File: src/rtl/skein_nonce_scheduler.sv
// Nonce-sweep sequencer for one skein core: per nonce it resets the core, feeds the message, drains the digest and compares it.
// Latency per nonce: 2 reset cycles + MSG_WORDS src handshakes + core latency + OUT_WORDS dst writes + 1 compare cycle.
// Backpressure: din is held until the core pulses src_read; the digest sink never stalls (dst_ready tied low).
module skein_nonce_scheduler #(
    parameter int HS        = 512,
    parameter int MSG_WORDS = 10,
    parameter int NONCE_IDX = 9,
    parameter int TIMEOUT   = 1024
) (
    input  logic        clk,
    input  logic        reset_n,
    input  logic        cfg_we,
    input  logic [3:0]  cfg_addr,
    input  logic [63:0] cfg_wdata,
    input  logic        start,
    input  logic        abort,
    input  logic [31:0] nonce_start,
    input  logic [31:0] nonce_end,
    input  logic [63:0] target,
    output logic        core_rst,
    output logic        src_ready,
    input  logic        src_read,
    output logic [63:0] din,
    output logic        dst_ready,
    input  logic        dst_write,
    input  logic [63:0] dout,
    output logic        busy,
    output logic        done,
    output logic        found,
    output logic [31:0] found_nonce,
    output logic [31:0] cur_nonce,
    output logic        error
);

    localparam int OUT_WORDS = HS / 64;
    localparam int TW        = $clog2(TIMEOUT + 1);

    typedef enum logic [2:0] {
        S_IDLE,
        S_CRST,
        S_FEED,
        S_DRAIN,
        S_CHECK,
        S_DONE
    } state_t;

    state_t        state_q, state_d;
    logic          core_rst_q, core_rst_d;
    logic          src_ready_q, src_ready_d;
    logic [63:0]   din_q, din_d;
    logic          busy_q, busy_d;
    logic          done_q, done_d;
    logic          found_q, found_d;
    logic [31:0]   found_nonce_q, found_nonce_d;
    logic [31:0]   cur_nonce_q, cur_nonce_d;
    logic          error_q, error_d;
    logic [31:0]   nonce_end_q, nonce_end_d;
    logic [63:0]   target_q, target_d;
    logic [3:0]    idx_q, idx_d;
    logic          crst_cnt_q, crst_cnt_d;
    logic [3:0]    wcnt_q, wcnt_d;
    logic [TW-1:0] tmo_q, tmo_d;
    logic [63:0]   last_word_q, last_word_d;

    logic [63:0]   msg_mem [16];
    logic [3:0]    word_sel;
    logic [63:0]   word_val;

    // Message store; writes are locked out during a sweep so din never changes under the core.
    always_ff @(posedge clk) begin
        if (cfg_we && !busy_q) begin
            msg_mem[cfg_addr] <= cfg_wdata;
        end
    end

    // Next word to present on din, with the current nonce patched into its low half.
    always_comb begin
        word_sel = (state_q == S_FEED) ? (idx_q + 4'd1) : 4'd0;
        word_val = msg_mem[word_sel];
        if (word_sel == 4'(NONCE_IDX)) begin
            word_val[31:0] = cur_nonce_q;
        end
    end

    // Sweep sequencing; abort in any active state overrides whatever else happened this cycle.
    always_comb begin
        state_d       = state_q;
        core_rst_d    = core_rst_q;
        src_ready_d   = src_ready_q;
        din_d         = din_q;
        busy_d        = busy_q;
        done_d        = done_q;
        found_d       = found_q;
        found_nonce_d = found_nonce_q;
        cur_nonce_d   = cur_nonce_q;
        error_d       = error_q;
        nonce_end_d   = nonce_end_q;
        target_d      = target_q;
        idx_d         = idx_q;
        crst_cnt_d    = crst_cnt_q;
        wcnt_d        = wcnt_q;
        tmo_d         = tmo_q;
        last_word_d   = last_word_q;

        unique case (state_q)
            S_IDLE: begin
                if (start) begin
                    state_d     = S_CRST;
                    busy_d      = 1'b1;
                    done_d      = 1'b0;
                    found_d     = 1'b0;
                    error_d     = 1'b0;
                    cur_nonce_d = nonce_start;
                    nonce_end_d = nonce_end;
                    target_d    = target;
                    crst_cnt_d  = 1'b0;
                    core_rst_d  = 1'b1;
                    src_ready_d = 1'b1;
                end
            end
            S_CRST: begin
                if (!crst_cnt_q) begin
                    crst_cnt_d = 1'b1;
                end else begin
                    state_d     = S_FEED;
                    core_rst_d  = 1'b0;
                    src_ready_d = 1'b0;
                    idx_d       = 4'd0;
                    din_d       = word_val;
                end
            end
            S_FEED: begin
                if (src_read) begin
                    if (idx_q == 4'(MSG_WORDS - 1)) begin
                        state_d     = S_DRAIN;
                        src_ready_d = 1'b1;
                        wcnt_d      = 4'd0;
                        tmo_d       = '0;
                    end else begin
                        idx_d = idx_q + 4'd1;
                        din_d = word_val;
                    end
                end
            end
            S_DRAIN: begin
                if (dst_write) begin
                    tmo_d  = '0;
                    wcnt_d = wcnt_q + 4'd1;
                    if (wcnt_q == 4'(OUT_WORDS - 1)) begin
                        last_word_d = dout;
                        state_d     = S_CHECK;
                    end
                end else if (tmo_q == TW'(TIMEOUT - 1)) begin
                    error_d    = 1'b1;
                    busy_d     = 1'b0;
                    done_d     = 1'b1;
                    core_rst_d = 1'b1;
                    state_d    = S_IDLE;
                end else begin
                    tmo_d = tmo_q + TW'(1);
                end
            end
            S_CHECK: begin
                if (last_word_q <= target_q) begin
                    found_d       = 1'b1;
                    found_nonce_d = cur_nonce_q;
                    state_d       = S_DONE;
                end else if (cur_nonce_q == nonce_end_q) begin
                    state_d = S_DONE;
                end else begin
                    cur_nonce_d = cur_nonce_q + 32'd1;
                    crst_cnt_d  = 1'b0;
                    core_rst_d  = 1'b1;
                    state_d     = S_CRST;
                end
            end
            S_DONE: begin
                done_d     = 1'b1;
                busy_d     = 1'b0;
                core_rst_d = 1'b1;
                state_d    = S_IDLE;
            end
            default: begin
                state_d = S_IDLE;
            end
        endcase

        if (abort && (state_q != S_IDLE)) begin
            state_d       = S_IDLE;
            core_rst_d    = 1'b1;
            src_ready_d   = 1'b1;
            busy_d        = 1'b0;
            done_d        = 1'b1;
            found_d       = found_q;
            found_nonce_d = found_nonce_q;
            cur_nonce_d   = cur_nonce_q;
            error_d       = error_q;
        end
    end

    // State and registered outputs; reset parks the core in reset with no result reported.
    always_ff @(posedge clk or negedge reset_n) begin
        if (!reset_n) begin
            state_q       <= S_IDLE;
            core_rst_q    <= 1'b1;
            src_ready_q   <= 1'b1;
            din_q         <= '0;
            busy_q        <= 1'b0;
            done_q        <= 1'b0;
            found_q       <= 1'b0;
            found_nonce_q <= '0;
            cur_nonce_q   <= '0;
            error_q       <= 1'b0;
            nonce_end_q   <= '0;
            target_q      <= '0;
            idx_q         <= '0;
            crst_cnt_q    <= 1'b0;
            wcnt_q        <= '0;
            tmo_q         <= '0;
            last_word_q   <= '0;
        end else begin
            state_q       <= state_d;
            core_rst_q    <= core_rst_d;
            src_ready_q   <= src_ready_d;
            din_q         <= din_d;
            busy_q        <= busy_d;
            done_q        <= done_d;
            found_q       <= found_d;
            found_nonce_q <= found_nonce_d;
            cur_nonce_q   <= cur_nonce_d;
            error_q       <= error_d;
            nonce_end_q   <= nonce_end_d;
            target_q      <= target_d;
            idx_q         <= idx_d;
            crst_cnt_q    <= crst_cnt_d;
            wcnt_q        <= wcnt_d;
            tmo_q         <= tmo_d;
            last_word_q   <= last_word_d;
        end
    end

    assign core_rst    = core_rst_q;
    assign src_ready   = src_ready_q;
    assign din         = din_q;
    assign dst_ready   = 1'b0;
    assign busy        = busy_q;
    assign done        = done_q;
    assign found       = found_q;
    assign found_nonce = found_nonce_q;
    assign cur_nonce   = cur_nonce_q;
    assign error       = error_q;

endmodule

File: config.mk
export PLATFORM = sky130hd
export DESIGN_NAME = skein_nonce_scheduler
export DESIGN_NICKNAME = d
export VERILOG_FILES = /design/src/rtl/skein_nonce_scheduler.sv
export SDC_FILE = /design/constraint.sdc
export NUM_CORES = 2
export LEC_CHECK = 0
export CORE_MARGIN = 2
export CORE_UTILIZATION = 50
export DETAILED_ROUTE_END_ITERATION = 10
export DONT_BUFFER_PORTS = 1
export PLACE_DENSITY = 0.63
export RECOVER_POWER = 25
export SYNTH_ARGS = -nofsm -noshare
export SYNTH_HDL_FRONTEND = slang
export SYNTH_SLANG_ARGS = --single-unit
File: constraint.sdc
create_clock -name clk -period 8.2 [get_ports clk]
set_input_delay 1.64 -clock clk [delete_from_list [all_inputs] [get_ports clk]]
set_output_delay 1.64 -clock clk [all_outputs]
set_load 0.05 [all_outputs]
==> summary.md <==
| Metric | Value |
|---|---|
| Tightest Pin Transition | `about 1.5 ns` |
| TritonCTS buffer count | `140` |
| Total power | `19.6 mW` |
| Reg clk slew, reported paths | `about 0.06 ns` |
| Number of global-route vias before repair | `~33,000` |
| Initial DRC count | `3,401` |
| Post-detail-place hpwl | `about 82,000 µm` |
| Crit-path cells | `ha_1 -> xnor2_1 -> nor2_4 -> buf_12 -> buf_12 -> o221ai_1 -> a21oi_1 -> a31oi_1 -> a211oi_1 -> a221o_1` |
| Largest family of logic cells by synthesized area | `compound AO/OA/AOI/OAI gates` |
| Synth Warn # | `0` |
| Period minus WS final | `approximately 4.6 ns` |
| VDD IR max | `around 0.17 mV` |
| Delay-heaviest family, CP | `compound AO/OA/AOI/OAI gates` |
| Antenna violations before repair | `11` |
| Sequential fraction of the synthesis area | `71.0%` |
| Largest net degree at the start of global routing | `between 300 and 400` |
| Main flop type after synthesis | `edfxtp_1` |
| Initial core utilization | `50.2%` |
| CTS tree | `yes` |
| Clock H-tree levels | `4` |
| RSZ-0062 raised after global routing | `false` |
| Pre-antenna DRT Iters | `5` |
| Data required time of the critical path | `approximately 8.9 ns` |
| WL per Instance | `around 27 µm` |
| Share of layout cells above drive strength 1 | `10.3%` |
| Mean Syn Cell Area | `13.4 µm²` |
| Mapped Area | `approximately 55,000 µm²` |
| Post-CTS Setup Bufs | `0` |
| Number of synthesized flops with an enable pin | `1,024` |
| Hold Slack | `approximately 0.50 ns` |
| Nature of the critical path startpoint | `flip-flop` |
| Worst-Skew Late Latency | `between 0.7 and 0.8 ns` |
| Post-Layout Cell Count | `5,510` |
| First-pass GRT wire length | `219,000 µm` |
| Min-delay src | `target_q[0]` |
| Aggregate routed wire length | `about 150,000 µm` |
| Core area | `about 110,000 µm²` |
| Area Overhead vs Synth | `10.7%` |
| Worst path slowest cell | `dfrtp_4` |
| Crit share post-route | `55.8%` |
| Port bufs | `0` |
| Post-route ant nets | `0` |
| Max_cap viols | `0` |
| I/O pins | `around 400` |
| Crit-path max cell delay | `1.05 ns` |
| Post-layout util | `a little under three fifths` |
| R2r startpoint | `idx_q[0]` |
| Crit-path most repeated cell | `buf_12` |
| HP Class | `flip-flop to flip-flop` |
| Yosys cell types | `a little under 80` |
| Simple-Gate Fraction of Synth Area | `about a tenth` |
| Clock root buffer | `clkbuf_16` |
| Worst endpoint data arrival time | `~5.3 ns` |
| Synth Area in XOR/XNOR | `0.659%` |
| Critical path class | `flip-flop to flip-flop` |
| Compound-cell area share of the yosys netlist | `11.5%` |
| Leak pwr | `21.3 nW` |
| Cells after Synth | `about 4,100` |
| DR vias/cell | `roughly 6.2` |
| Slew HR | `-0.676%` |
| Asr flop ratio synth | `between 20% and 30%` |
| Final net count | `around 4,300` |
| DRC viols | `0` |
| TNS Setup | `0 ns` |
| Die Width | `~330 µm` |
| Slew Viols, Final | `17` |
| Buf+Inv Stages, Crit Path | `2` |
| Synth Register Bits | `around 1,300` |
| Endpoint class of the critical path | `flip-flop` |
| Critical Path Source | `idx_q[0]` |
| Num rows | `approximately 120` |
| Post-Place Cells | `approximately 5,200` |
| Status | `finished with violations` |
| Power per cell area | `approximately 330 nW/µm²` |
| Die Height | `334 µm` |
| Fmax | `between 200 and 250 MHz` |
| Hold Buf Count CTS | `0` |
| CTS resizes | `0` |
| Worst-path maximum fanout | `96` |
| Final Hold Viols | `0` |
| GRT overflow | `0` |
| Longest Clk Path Bufs | `3` |
| Mapped Nets | `around 4,400` |
| Routability cong. | `a little under 0.9` |
| Area share of fa/ha/maj cells after synthesis | `1.58%` |
| Failing checks | `slew limit` |
| Clock Skew | `between 0.02 and 0.025 ns` |
| Final setup fails | `0` |
| Die area | `between 100,000 and 150,000 µm²` |
| Via Count | `~34,000` |
| Clock sink count | `around 1,300` |
| Mux cell area share after synthesis | `under 10%` |
| GRT Total Usage | `about a quarter` |
[synthesized netlist by cell type (all sizes together), types with 13 or more instances]
master     n  area (µm²)
inv       78         293
clkbuf   154         578
a21o      33         248
nand3    295        1480
mux2     100        1130
and3      17         106
nand2    740        2780
dfrtp    315        7880
nor3      20         115
nor4      13         115
buf      149         748
ha        69         863
a311oi    65         569
a21oi    168         841
o21ai    105         526
a221o     34         340
o221ai   257        2250
xnor2     34         298
nor2      78         310
nand4     52         344
a31oi     69         432
edfxtp  1024       30700
a211oi    66         495
[layout make-up]
class | instances | area (µm²)
inverters | 78 | 293
repair buffers | 82 | 691
flip-flops and latches | 1341 | 38700
multi-input cells | 2333 | 14400
fillers | 8683 | 48200
well taps | 1414 | 1770
diodes | 9 | 22.5
clock buffers | 194 | 3970
clock inverters | 59 | 527
[state kept, by name (all words and copies together), names as in the netlist, 3 cells and up]
name / flops
cur_nonce: 32
din: 64
found_nonce: 32
idx_q: 4
last_word_q: 64
msg_mem: 1024
nonce_end_q: 32
state_q: 3
target_q: 64
tmo_q: 11
wcnt_q: 4
[cells by family after synthesis]
logic type                 Yosys count
DFF                               1341
and+or+nand+nor                   1262
AOI/OAI and AO/OA                  858
buffers and inverters              381
muxes                              102
adders and majority gates           69
xor gates and xnor gates            41
other                                1
[placed cells by master, fill, tap and decap left out, types with 34 or more instances in the layout]
| cell | count |
|---|---|
| a211oi_1 | 66 |
| a21oi_1 | 168 |
| a221o_1 | 34 |
| a311oi_1 | 65 |
| a31oi_1 | 69 |
| buf_4 | 76 |
| clkbuf_16 | 145 |
| dfrtp_1 | 314 |
| edfxtp_1 | 1024 |
| ha_1 | 69 |
| inv_1 | 78 |
| mux2_2 | 80 |
| nand2_1 | 739 |
| nand3_1 | 294 |
| nand4_1 | 49 |
| nor2_1 | 62 |
| o21ai_0 | 102 |
| o221ai_1 | 257 |
| xnor2_1 | 34 |
[report_power, final]
part,switching (mW),leakage (nW),internal [mW],total [mW]
Sequential,1.67,13.3,8.04,9.71
Combinational,2.45,5.85,1.25,3.70
Clock,2.60,2.21,3.64,6.23
Total,6.72,21.3,12.9,19.6
[worst paths after layout]
kind / end / slack [ns] / depth (start not counted)
max in group asynchronous: idx_q[0] / 6.25 / 0
min in group asynchronous: found_nonce[15] / 0.65 / 0
worst max register to register: din[10] / 3.63 / 10
worst max-delay path: din[10] / 3.63 / 10
worst min-delay path: target_q[0] / 0.50 / 2
worst min register to register: target_q[0] / 0.50 / 2
[per-layer routing]
| layer | GRT usage, % | wire length [µm] |
|---|---|---|
| met4 | 8.30 | 3880 |
| met5 | 0 | 0 |
| met2 | 42.8 | 72400 |
| met1 | 34.8 | 59500 |
| met3 | 6.55 | 13300 |
[stage by stage]
step                      area [µm²]  setup slack (ns)
final                          60400              3.63
after global routing           60400              3.42
after CTS                      60300              3.69
after detailed placement       55800              3.69
after global placement         55800              3.80
after floorplan                54500              1.09
[worst register-to-register path, cell delays in order (launching register included)]
cell	delay [ns]
dfrtp_4	1.05
ha_1	0.35
xnor2_1	0.16
nor2_4	0.72
buf_12	0.40
buf_12	0.46
o221ai_1	0.33
a21oi_1	0.19
a31oi_1	0.08
a211oi_1	0.59
a221o_1	0.19
Power figures use the tool's default switching activity.
